[src/rtl/multdiv_unit_if.sv]
// Bus between a pipeline and the iterative multiply/divide unit.
// Handshake: ctrl_MULT / ctrl_DIV are start strobes sampled on every rising
// clock edge, together with data_operandA/B. The unit never back-pressures a
// start. A start while busy abandons the operation in flight. data_resultRDY
// is a one-cycle strobe. data_result / data_exception are valid while it is
// high and hold until the next completion.
interface multdiv_unit_if #(
    parameter int WIDTH = 32
);
    logic [WIDTH-1:0] data_operandA;
    logic [WIDTH-1:0] data_operandB;
    logic             ctrl_MULT;
    logic             ctrl_DIV;
    logic [WIDTH-1:0] data_result;
    logic             data_exception;
    logic             data_resultRDY;
    logic             busy;

    modport master (
        output data_operandA, data_operandB, ctrl_MULT, ctrl_DIV,
        input  data_result, data_exception, data_resultRDY, busy
    );

    modport slave (
        input  data_operandA, data_operandB, ctrl_MULT, ctrl_DIV,
        output data_result, data_exception, data_resultRDY, busy
    );
endinterface

[src/rtl/multdiv_unit.sv]
// Iterative signed multiply / divide unit with fixed WIDTH-cycle latency.
// Multiply is radix-2 shift-add over a 2*WIDTH accumulator. The multiplier's
// sign bit is weighted negatively, so the final step subtracts.
// Divide is restoring division on magnitudes. The quotient shifts into the
// dividend register. Sign, overflow and divide-by-zero are fixed up on the
// last step.
module multdiv_unit #(
    parameter int WIDTH = 32,
    parameter int CNT_W = 6
) (
    input  logic        clock,
    input  logic        reset,
    multdiv_unit_if.slave bus,
    output logic [1:0]  state_dbg
);
    typedef enum logic [1:0] {
        IDLE = 2'd0,
        MUL  = 2'd1,
        DIV  = 2'd2,
        DONE = 2'd3
    } state_t;

    state_t             state;
    logic [CNT_W-1:0]   cnt;
    logic [2*WIDTH-1:0] acc;       // product accumulator
    logic [2*WIDTH-1:0] sh_a;      // shifted multiplicand / divisor magnitude
    logic [WIDTH-1:0]   sh_b;      // multiplier bits / dividend-then-quotient
    logic [WIDTH:0]     rem;       // partial remainder (one guard bit)
    logic               neg;       // quotient must be negated
    logic               div_zero;  // divisor was zero at start

    logic               last;
    logic [2*WIDTH-1:0] addend;
    logic [2*WIDTH-1:0] acc_nxt;
    logic               mul_ovf;
    logic [WIDTH:0]     rem_sh;
    logic [WIDTH:0]     diff;
    logic               q_bit;
    logic [WIDTH:0]     rem_nxt;
    logic [WIDTH-1:0]   quo_nxt;
    logic [WIDTH-1:0]   div_res;
    logic               div_ovf;
    logic [WIDTH-1:0]   mag_a;
    logic [WIDTH-1:0]   mag_b;
    logic               start;

    assign state_dbg = state;
    assign start     = bus.ctrl_MULT | bus.ctrl_DIV;
    assign last      = (cnt == CNT_W'(WIDTH - 1));

    // One iteration step of each datapath, evaluated from the current registers.
    always_comb begin
        addend  = sh_b[0] ? sh_a : '0;
        acc_nxt = last ? (acc - addend) : (acc + addend);
        // Representable only if the upper WIDTH+1 product bits are all equal.
        mul_ovf = !((&acc_nxt[2*WIDTH-1:WIDTH-1]) || !(|acc_nxt[2*WIDTH-1:WIDTH-1]));

        rem_sh  = {rem[WIDTH-1:0], sh_b[WIDTH-1]};
        diff    = rem_sh - {1'b0, sh_a[WIDTH-1:0]};
        q_bit   = !diff[WIDTH];
        rem_nxt = q_bit ? diff : rem_sh;
        quo_nxt = {sh_b[WIDTH-2:0], q_bit};
        // A positive quotient with its MSB set only arises from MIN / -1.
        div_ovf = !neg && quo_nxt[WIDTH-1];
        div_res = neg ? (WIDTH'(0) - quo_nxt) : quo_nxt;

        mag_a   = bus.data_operandA[WIDTH-1] ? (WIDTH'(0) - bus.data_operandA) : bus.data_operandA;
        mag_b   = bus.data_operandB[WIDTH-1] ? (WIDTH'(0) - bus.data_operandB) : bus.data_operandB;
    end

    // Control FSM and datapath registers. A start wins in every state.
    always_ff @(posedge clock or negedge reset) begin
        if (!reset) begin
            state              <= IDLE;
            cnt                <= '0;
            acc                <= '0;
            sh_a               <= '0;
            sh_b               <= '0;
            rem                <= '0;
            neg                <= 1'b0;
            div_zero           <= 1'b0;
            bus.data_result    <= '0;
            bus.data_exception <= 1'b0;
            bus.data_resultRDY <= 1'b0;
            bus.busy           <= 1'b0;
        end else if (start) begin
            cnt                <= '0;
            acc                <= '0;
            rem                <= '0;
            bus.data_resultRDY <= 1'b0;
            bus.busy           <= 1'b1;
            if (bus.ctrl_MULT) begin
                state    <= MUL;
                sh_a     <= {{WIDTH{bus.data_operandA[WIDTH-1]}}, bus.data_operandA};
                sh_b     <= bus.data_operandB;
                neg      <= 1'b0;
                div_zero <= 1'b0;
            end else begin
                state    <= DIV;
                sh_a     <= {{WIDTH{1'b0}}, mag_b};
                sh_b     <= mag_a;
                neg      <= bus.data_operandA[WIDTH-1] ^ bus.data_operandB[WIDTH-1];
                div_zero <= (bus.data_operandB == '0);
            end
        end else begin
            case (state)
                MUL: begin
                    acc  <= acc_nxt;
                    sh_a <= {sh_a[2*WIDTH-2:0], 1'b0};
                    sh_b <= {1'b0, sh_b[WIDTH-1:1]};
                    cnt  <= cnt + 1'b1;
                    if (last) begin
                        state              <= DONE;
                        bus.data_result    <= acc_nxt[WIDTH-1:0];
                        bus.data_exception <= mul_ovf;
                        bus.data_resultRDY <= 1'b1;
                        bus.busy           <= 1'b0;
                    end
                end
                DIV: begin
                    rem  <= rem_nxt;
                    sh_b <= quo_nxt;
                    cnt  <= cnt + 1'b1;
                    if (last) begin
                        state              <= DONE;
                        bus.data_result    <= div_zero ? '0 : div_res;
                        bus.data_exception <= div_zero | div_ovf;
                        bus.data_resultRDY <= 1'b1;
                        bus.busy           <= 1'b0;
                    end
                end
                default: begin
                    state              <= IDLE;
                    bus.data_resultRDY <= 1'b0;
                    bus.busy           <= 1'b0;
                end
            endcase
        end
    end
endmodule

[src/flat_wrapper.sv]
// flat-port wrapper written by rule: the top's interface ports become plain ports
module multdiv_unit_flat 
#(
    parameter int WIDTH = 32,
    parameter int CNT_W = 6
)
  (clock, reset, state_dbg, bus_data_operandA, bus_data_operandB, bus_ctrl_MULT, bus_ctrl_DIV, bus_data_result, bus_data_exception, bus_data_resultRDY, bus_busy);
  multdiv_unit_if #(.WIDTH(WIDTH)) bus_i ();
  input  logic clock;
  input  logic reset;
  output logic [1:0] state_dbg;
  input wire logic [$bits(bus_i.data_operandA)-1:0] bus_data_operandA;
  input wire logic [$bits(bus_i.data_operandB)-1:0] bus_data_operandB;
  input wire logic [$bits(bus_i.ctrl_MULT)-1:0] bus_ctrl_MULT;
  input wire logic [$bits(bus_i.ctrl_DIV)-1:0] bus_ctrl_DIV;
  output wire logic [$bits(bus_i.data_result)-1:0] bus_data_result;
  output wire logic [$bits(bus_i.data_exception)-1:0] bus_data_exception;
  output wire logic [$bits(bus_i.data_resultRDY)-1:0] bus_data_resultRDY;
  output wire logic [$bits(bus_i.busy)-1:0] bus_busy;
  assign bus_i.data_operandA = bus_data_operandA;
  assign bus_i.data_operandB = bus_data_operandB;
  assign bus_i.ctrl_MULT = bus_ctrl_MULT;
  assign bus_i.ctrl_DIV = bus_ctrl_DIV;
  assign bus_data_result = bus_i.data_result;
  assign bus_data_exception = bus_i.data_exception;
  assign bus_data_resultRDY = bus_i.data_resultRDY;
  assign bus_busy = bus_i.busy;
  multdiv_unit #(.WIDTH(WIDTH), .CNT_W(CNT_W)) u_core (.clock(clock), .reset(reset), .bus(bus_i), .state_dbg(state_dbg));
endmodule
[config.mk]
export PLATFORM = sky130hd
export DESIGN_NAME = multdiv_unit_flat
export DESIGN_NICKNAME = d
export VERILOG_FILES = /design/src/rtl/multdiv_unit_if.sv /design/src/rtl/multdiv_unit.sv /design/src/flat_wrapper.sv
export SDC_FILE = /design/constraint.sdc
export NUM_CORES = 1
export LEC_CHECK = 0
export ABC_CLOCK_PERIOD_IN_PS = 8300
export CORE_ASPECT_RATIO = 1.5
export CORE_MARGIN = 2
export CORE_UTILIZATION = 45
export DETAILED_ROUTE_END_ITERATION = 7
export GPL_TIMING_DRIVEN = 0
export SKIP_CTS_REPAIR_TIMING = 1
export SYNTH_ARGS = -nofsm -noshare
export SYNTH_HDL_FRONTEND = slang
export SYNTH_SLANG_ARGS = --single-unit
export TNS_END_PERCENT = 10
[constraint.sdc]
create_clock -name clock -period 8.3 [get_ports clock]
set_input_delay 0.83 -clock clock [delete_from_list [all_inputs] [get_ports clock]]
set_output_delay 0.83 -clock clock [all_outputs]
set_load 0.03 [all_outputs]
Yosys cells after proc, flatten, opt, wreduce, memory -nomap -nowiden

Index checks and enable logic that the tools add are counted.

Add/subtract/negate cells: 7
Equal/unequal tests: 6
Multiplexer cells: 37
Bitwise operators: 4
Reduce and logical (&&, ||, !) cells: 16

Operators by type and width:

| cell                                                  | number |
|---|---|
| two-way mux 64 bit                                    | 7 |
| two-way mux 32 bit                                    | 11 |
| case mux 32 bit (2 select lines)                      | 2 |
| subtractor 1 x 32 -> 32 bit, first input constant     | 3 |
| adder 64 bit                                          | 1 |
| subtractor 64 bit                                     | 1 |
| AND reduction 33 bit                                  | 1 |
| OR reduction 33 bit                                   | 1 |
| subtractor 33 x 32 -> 33 bit                          | 1 |
| logical NOT 32 bit                                    | 1 |
| two-way mux 6 bit                                     | 2 |
| two-way mux 1 bit                                     | 10 |
| two-way mux 2 bit                                     | 4 |
| nonzero test 2 bit                                    | 4 |
| adder 6 x 1 -> 6 bit, second input constant           | 1 |
| equality test 6 x 5 -> 1 bit, second input constant   | 1 |
| logical NOT 1 bit                                     | 4 |
| inequality test 2 x 1 -> 1 bit, second input constant | 2 |
| AND reduction 4 bit                                   | 1 |
| inequality test 3 x 1 -> 1 bit, second input constant | 1 |
| nonzero test 3 bit                                    | 1 |
| equality test 2 x 1 -> 1 bit, second input constant   | 1 |
| equality test 2 bit, second input constant            | 1 |
| bitwise OR 1 bit                                      | 2 |
| other kinds (6)                                       | 6 |

Input bits: 68
Logic and storage cells: 82
Bits in registers: 237
Output and inout bits: 37

Longest topological paths before layout

Gate-level depths: netlist (run 1).

Depth in word-level cells: 9
Gate-level depth with buffers: 31
Mapped depth without buffers: 25

Least setup slack after synthesis (run 1)

No wires, ideal clock.

Path type: register -> register
Start point: reg u_core.sh_b[0]
End point: reg u_core.bus.data_exception
Cell stages (with the launch flop): 30
Period minus slack after synthesis: 7.101 ns
Required time: 8.175 ns
Setup slack: 1.199 ns
Path buffers: 8
Setup time: 0.125 ns
Arrival time: 6.976 ns
Path through: dfrtp_1 > clkbuf_1 > clkbuf_1 > clkbuf_1 > clkbuf_1 > clkbuf_1 > clkbuf_1 > nand2_1 > ha_1 > and3_1 > clkbuf_1 > nand2_1 > a21oi_1 > nor2_1 > a211o_1 > nand3_1 > ha_1 > buf_4 > nand4_2 > nor4_4 > a221oi_1 > a211oi_1 > nor3_2 > mux2i_1 > nand2_1 > or4_1 > or4b_1 > or4_1 > o32ai_1 > nor2_1

Word-level cells in the longest chain between the ends: 9
Elaborated cells between the ends (all ways): 11
Classes of those cells: 2 x add/sub; 4 x mux; 5 x reduce/logical

Ends and longest elaborated chain:

| item                                              | RTL line              | RTL |
|---|---|---|
| from (decl)                                       | multdiv_unit.sv:27    | `logic [WIDTH-1:0] sh_b;` |
| from (signal assigned)                            | multdiv_unit.sv:95    | `sh_b <= bus.data_operandB;` |
| from (signal assigned)                            | multdiv_unit.sv:101   | `sh_b <= mag_a;` |
| from (signal assigned)                            | multdiv_unit.sv:110   | `sh_b <= {1'b0, sh_b[WIDTH-1:1]};` |
| two-way mux 64 bit *                              | multdiv_unit.sv:53    | `addend = sh_b[0] ? sh_a : '0;` |
| adder 64 bit or subtractor 64 bit (tied branches) | multdiv_unit.sv:54    | `acc_nxt = last ? (acc - addend) : (acc + addend);` |
| two-way mux 64 bit *                              | multdiv_unit.sv:54    |  |
| OR reduction 33 bit                               | multdiv_unit.sv:56    | `mul_ovf = !((&acc_nxt[2*WIDTH-1:WIDTH-1]) \|\| !(\|acc_nxt[2*WIDTH-1:WIDTH-1]));` |
| logical NOT 1 bit                                 | multdiv_unit.sv:56    |  |
| logical OR 1 bit *                                | multdiv_unit.sv:56    |  |
| logical NOT 1 bit *                               | multdiv_unit.sv:56    |  |
| two-way mux 1 bit *                               | multdiv_unit.sv:112   | `if (last) begin` |
| case mux 1 bit (2 select lines) *                 | multdiv_unit.sv:106   | `case (state)` |
| to (signal assigned)                              | multdiv_unit.sv:115   | `bus.data_exception <= mul_ovf;` |
| to (signal assigned)                              | multdiv_unit.sv:127   | `bus.data_exception <= div_zero \| div_ovf;` |
| to (decl)                                         | multdiv_unit_if.sv:26 | `output data_result, data_exception, data_resultRDY, busy` |

Mark *: on every way between the ends. The rest lies on a longest branch, timed or not. The select of a mux whose other input is x is not followed.
A chain may end at the register's enable or synchronous reset.

Worst setup path after layout (run 1)

Same ends and word-level chain as after synthesis.

==> results.json, run 1 <==
{
  "status": "finished clean",
  "worst_ep_required_time_ns": 8.75,
  "hold_path_class": "primary input to async pin",
  "r2r-end": "u_core.bus.data_exception",
  "max_freq_mhz": 123,
  "power.leakage_uw": 0.0103,
  "cts_tree": "done",
  "worst_pin_slew_ns": 1.34,
  "arrival_ns": 8.60,
  "hpwl_um": 77700,
  "cp_max_fo": 10,
  "slew_viol_final": 0,
  "r2r_setup_slack_ns": 0.15,
  "slowest_stage": "or4_1",
  "power.total_uw": 4430,
  "synth_flop_cell": "dfrtp_1",
  "crit_start": "u_core.sh_b[0]",
  "synth.distinct_cells": 85,
  "syn-num-nets": 3060,
  "crit_type": "flip-flop to flip-flop",
  "async_reset_ff_frac": 1.00,
  "finalSetupViolations": 0,
  "layout_min_cycle_time_ns": 8.15,
  "detail_route.wl_per_cell_um": 26.7,
  "grt_pass1_wl_um": 143000,
  "ys_top_cells_by_area": "dfrtp_1 (27%), a21oi_1 (7.1%), nor2_1 (6.7%)",
  "synth_edf_count": 0,
  "peakVddDrop_uv": 150,
  "wirelength_um": 97500,
  "ant_nets": 0,
  "setup_ws_ns": 0.155,
  "start_kind": "flip-flop",
  "r2r_start": "u_core.sh_b[0]",
  "finalCritPeriodShare": 0.981,
  "gp_congestion": 1.17,
  "hold-worst-slack_ns": 0.141,
  "skew_ns": 0.0163,
  "clkSinkCount": 237,
  "synth_top_area_share": 0.274,
  "yosys.cell_count.top_type": "nor2_1",
  "slew_headroom": 0.100,
  "cp-end-kind": "flip-flop",
  "synth_common_cells": "nor2_1 (388), nand2_1 (342), a21oi_1 (306), dfrtp_1 (237), o21ai_0 (191)",
  "io_pins": 105,
  "cts-root-buf": "clkbuf_16",
  "coreArea_um2": 47600,
  "cp-endpoint": "u_core.bus.data_exception",
  "fp.dieArea_um2": 50000,
  "layout-drive-gt1-share": 0.0542,
  "yosysSeqAreaShare": 0.274,
  "die_x_um": 183,
  "htree_levels": 1,
  "synthesis.area_um2": 21700,
  "antenna_found_initial": 3,
  "place_ws_ns": -3.57,
  "synthesis.instances": 2888,
  "nets": 3195,
  "globalRouteTotalUtil": 0.385,
  "area_growth_pct": 14.6,
  "drc": 0,
  "fillers": 4803,
  "synth_largest_area_cell": "dfrtp_1",
  "powerDensity_nw_per_um2": 179,
  "cts_buffers": 28,
  "design_area_um2": 24800,
  "die_h_um": 273,
  "finalHoldViolations": 0,
  "cts.clk_slew.worst_paths_ns": 0.07,
  "start_util": 0.456,
  "via_per_inst": 6.32,
  "grt_max_degree": 112,
  "max_cap_viol_count": 0,
  "drtIter0Drc": 1922,
  "ff2ff_path_depth": 25,
  "io_buffers": 102,
  "clock_path_buffers": 3,
  "grt_pass1_vias": 23015,
  "postSynthAreaPerCell_um2": 7.50,
  "ys_ff_latch": 237,
  "insertion_delay_ns": 0.58,
  "ys_warn_count": 0,
  "rsz0062_at_grt": "false",
  "placed_area_um2": 23500,
  "core.rowCount": 98,
  "dr_total_vias": 23066,
  "grt_overflow": 0,
  "slowest_delay_ns": 0.67,
  "drt-pass1-iter-count": 8
}
==> worst max-delay path: cells and delay by family (launching register included) <==
family,cells,cell delay [ns]
buffers and inverters,5,1.38
adders and majority gates,2,0.71
AOI/OAI and AO/OA,8,2.06
DFF,1,0.49
xor gates and xnor gates,2,0.79
and+or+nand+nor,8,2.53
==> where the power goes <==
part | leakage [uW] | internal, uW | switching (uW)
Clock | 0.000480 | 800 | 568
Sequential | 0.00308 | 1240 | 135
Combinational | 0.00670 | 573 | 1120
==> per-stage QoR <==
step,setup TNS (ns),util,instances
2_1_floorplan,0,-,2888
3_5_place_dp,-32.19,0.494,3592
6_report,0,0.522,3647
4_1_cts,-34.52,0.515,3644
5_1_grt,0,0.522,3645
3_3_place_gp,-999.41,0.493,3590
==> cell usage in the layout (no fill, tap or decap), types with 30 or more instances in the layout <==
master | Yosys | layout
nand4_1 | 33 | 33
a21oi_1 | 306 | 301
clkdlybuf4s50_1 | 0 | 101
a21o_1 | 45 | 45
nand2_1 | 342 | 342
or4_1 | 30 | 30
xnor2_1 | 123 | 123
nor3_1 | 61 | 56
or3_1 | 40 | 40
a211oi_1 | 43 | 36
dfrtp_1 | 237 | 236
nand3_1 | 51 | 49
xor2_1 | 73 | 72
o21ai_0 | 191 | 190
mux2i_1 | 113 | 113
a31oi_1 | 52 | 52
inv_1 | 88 | 88
clkbuf_1 | 132 | 125
nand2b_1 | 33 | 33
o211ai_1 | 30 | 30
o31ai_1 | 43 | 43
ha_1 | 102 | 98
nor2_1 | 388 | 385
==> per-layer routing <==
metal / GRT usage / vias up / wire, um
met4: 0.329 / 4 / 9750
met3: 0.0601 / 348 / 5140
li1: - / 10658 / -
met1: 0.383 / 11081 / 33400
met2: 0.695 / 975 / 49200
met5: 0 / - / 31
==> sequential cells by signal, summed over array words and instances (netlist names) <==
register	flops
u_core.acc	64
u_core.bus.busy	1
u_core.bus.data_exception	1
u_core.bus.data_result	32
u_core.bus.data_resultRDY	1
u_core.cnt	6
u_core.div_zero	1
u_core.neg	1
u_core.rem	32
u_core.sh_a	64
u_core.sh_b	32
u_core.state_dbg	2
==> worst min-delay path by stage <==
stage / startpoint / endpoint / slack [ns] / depth (start not counted)
5_1_grt: reset / u_core.sh_b[17] / 0.15 / 1
3_5_place_dp: u_core.bus.data_result[0] / u_core.bus.data_result[0] / 0.48 / 1
2_1_floorplan: u_core.div_zero / u_core.div_zero / 0.46 / 2
6_report: reset / u_core.sh_b[20] / 0.14 / 1
4_1_cts: reset / u_core.sh_b[19] / 0.13 / 1
3_3_place_gp: u_core.bus.data_result[1] / u_core.bus.data_result[1] / 0.48 / 1
==> cells by family after synthesis <==
kind of cell,count (synthesis),synth area share
AO/OA/AOI/OAI,874,0.252
XOR/XNOR,196,0.0792
adder cells (fa/ha/maj),104,0.0607
buffers and inverters,270,0.0487
flip-flops,237,0.274
multiplexers,118,0.0548
AND/OR/NAND/NOR,1089,0.231
==> layout make-up <==
class	count	area, um2	share of cell area
buffer	179	742	0.0299
clock buffer	35	747	0.0301
sequential	237	5930	0.239
tap	600	751	0.0302
timing repair buffer	108	1110	0.0446
inverter	88	330	0.0133
multi-input combinational	2381	15000	0.603
clock inverter	17	245	0.00988
antenna	2	5.00	0.000202
Note: power is estimated with default switching activity, not from simulation.
==> run 2, diff against run 1 <==
Settings changed: CORE_ASPECT_RATIO 1.5 to default, PLACE_DENSITY from default to 0.74.
==> results.json, run 2 (synthesized netlist as in run 1, its figures left out) <==
{
  "drtIter0Drc": 2778,
  "slew_viol_final": 0,
  "power.internal_uw": 2600,
  "die_h_um": 223,
  "pwr-share-clk": 0.310,
  "rsz0062_at_grt": "false",
  "dr_total_vias": 23386,
  "arrival_ns": 8.62,
  "hpwl_um": 67000,
  "slew_headroom": 0.0906,
  "max_cap_viol_count": 0,
  "cts_buffers": 28,
  "coreArea_um2": 47600,
  "ff2ff_path_depth": 27,
  "drc": 0,
  "powerDensity_nw_per_um2": 176,
  "grt_max_degree": 108,
  "layout-drive-gt1-share": 0.0441,
  "layout_min_cycle_time_ns": 8.15,
  "die_x_um": 223,
  "top_regs": "u_core.acc (64), u_core.sh_a (64)",
  "start_kind": "flip-flop",
  "globalRouteTotalUtil": 0.332,
  "slowest_delay_ns": 0.60,
  "wirelength_um": 84800,
  "switching_power_uw": 1750,
  "clock_path_buffers": 3,
  "gp_congestion": 1.05,
  "switching_share": 0.402,
  "cp_top_family": "simple AND/OR/NAND/NOR gates",
  "placed_area_um2": 23500,
  "cts.clk_slew.worst_paths_ns": 0.06,
  "io_buffers": 102,
  "grt_pass1_wl_um": 128000,
  "grt_overflow": 0,
  "layout_common_cells": "nor2_1 (387), nand2_1 (341), a21oi_1 (304)",
  "nets": 3193,
  "max_freq_mhz": 123,
  "area_growth_pct": 13.6,
  "mostFrequentLayoutCell": "nor2_1",
  "power.leakage_uw": 0.0102,
  "cp-end-kind": "flip-flop",
  "seqPwrFrac": 0.315,
  "worst_pin_slew_ns": 1.35,
  "skew_ns": 0.0282,
  "cp_max_fo": 10,
  "clkSinkCount": 237,
  "detail_route.wl_per_cell_um": 23.2,
  "final.setup.tns_ns": 0,
  "io_pins": 105,
  "finalHoldViolations": 0,
  "grt_pass1_vias": 21449,
  "r2r_start": "u_core.sh_b[0]",
  "cts_tree": "done",
  "slowest_stage": "or4_1",
  "seqCellArea_um2": 5930,
  "worst_path_most_repeated_cell": "clkbuf_4",
  "core.rowCount": 80,
  "hold_path_class": "primary input to async pin",
  "crit_type": "flip-flop to flip-flop",
  "fillers": 4640,
  "htree_levels": 1,
  "design_area_um2": 24600,
  "via_per_inst": 6.40,
  "peakVddDrop_uv": 146,
  "finalCritPeriodShare": 0.982,
  "ant_nets": 0,
  "multi_input_area_um2": 14800,
  "antenna_found_initial": 2,
  "power_frac_comb": 0.375,
  "start_util": 0.455,
  "path_buf_inv": 7,
  "r2r_setup_slack_ns": 0.15,
  "drt-pass1-iter-count": 8,
  "insertion_delay_ns": 0.59,
  "status": "finished clean",
  "finalSetupViolations": 0,
  "cts-root-buf": "clkbuf_16",
  "r2r-end": "u_core.bus.data_exception",
  "worst_ep_required_time_ns": 8.77,
  "fp.dieArea_um2": 49900
}
## run 2: layer usage
metal | GRT usage | wire length, um | vias to the layer above
li1 | - | - | 10669
met1 | 0.468 | 35600 | 11043
met2 | 0.500 | 35800 | 1431
met3 | 0.0591 | 9330 | 243
met4 | 0.137 | 4080 | 0
met5 | 0 | 0 | -
## run 2: area by class of cell
| cell class | instances | share of cell area |
|---|---|---|
| Multi-Input combinational cell | 2381 | 0.600 |
| Sequential cell | 237 | 0.241 |
| Timing Repair Buffer | 104 | 0.0439 |
| Clock buffer | 38 | 0.0329 |
| Tap cell | 615 | 0.0312 |
| Buffer | 181 | 0.0302 |
| Inverter | 88 | 0.0134 |
| Clock inverter | 11 | 0.00691 |
| Antenna cell | 1 | 0.000102 |
## run 2: power groups by stage
| stage | sequential, uW | clock [uW] | combinational (uW) |
|---|---|---|---|
| floorplan | 1340 | 0 | 1060 |
| finish | 1370 | 1350 | 1630 |
| CTS | 1360 | 1350 | 1580 |
| detailed placement | 1380 | 0 | 1570 |
| global route | 1380 | 1390 | 1760 |
| global placement | 1380 | 0 | 1560 |
## run 2: how the worst max path moves through the flow
stage | from | to | depth (start not counted) | slack [ns]
2_1_floorplan | u_core.sh_b[0] | u_core.bus.data_exception | 29 | 1.20
3_3_place_gp | reset | u_core.sh_b[18] | 1 | -4.17
3_5_place_dp | u_core.sh_b[0] | u_core.bus.data_exception | 28 | -2.43
4_1_cts | u_core.sh_b[0] | u_core.bus.data_exception | 28 | -2.47
5_1_grt | u_core.sh_b[0] | u_core.bus.data_exception | 27 | 0.02
6_report | u_core.sh_b[0] | u_core.bus.data_exception | 27 | 0.15
## run 2: through the flow
stage	total power, uW	worst slack [ns]	utilization	cells	hold slack, ns
6_report	4350	0.150	0.517	3656	0.0952
2_1_floorplan	2400	1.20	-	2888	0.463
5_1_grt	4520	0.0225	0.517	3655	0.113
3_5_place_dp	2940	-2.43	0.494	3607	0.475
3_3_place_gp	2930	-4.17	0.492	3605	0.476
4_1_cts	4280	-2.47	0.514	3656	0.102
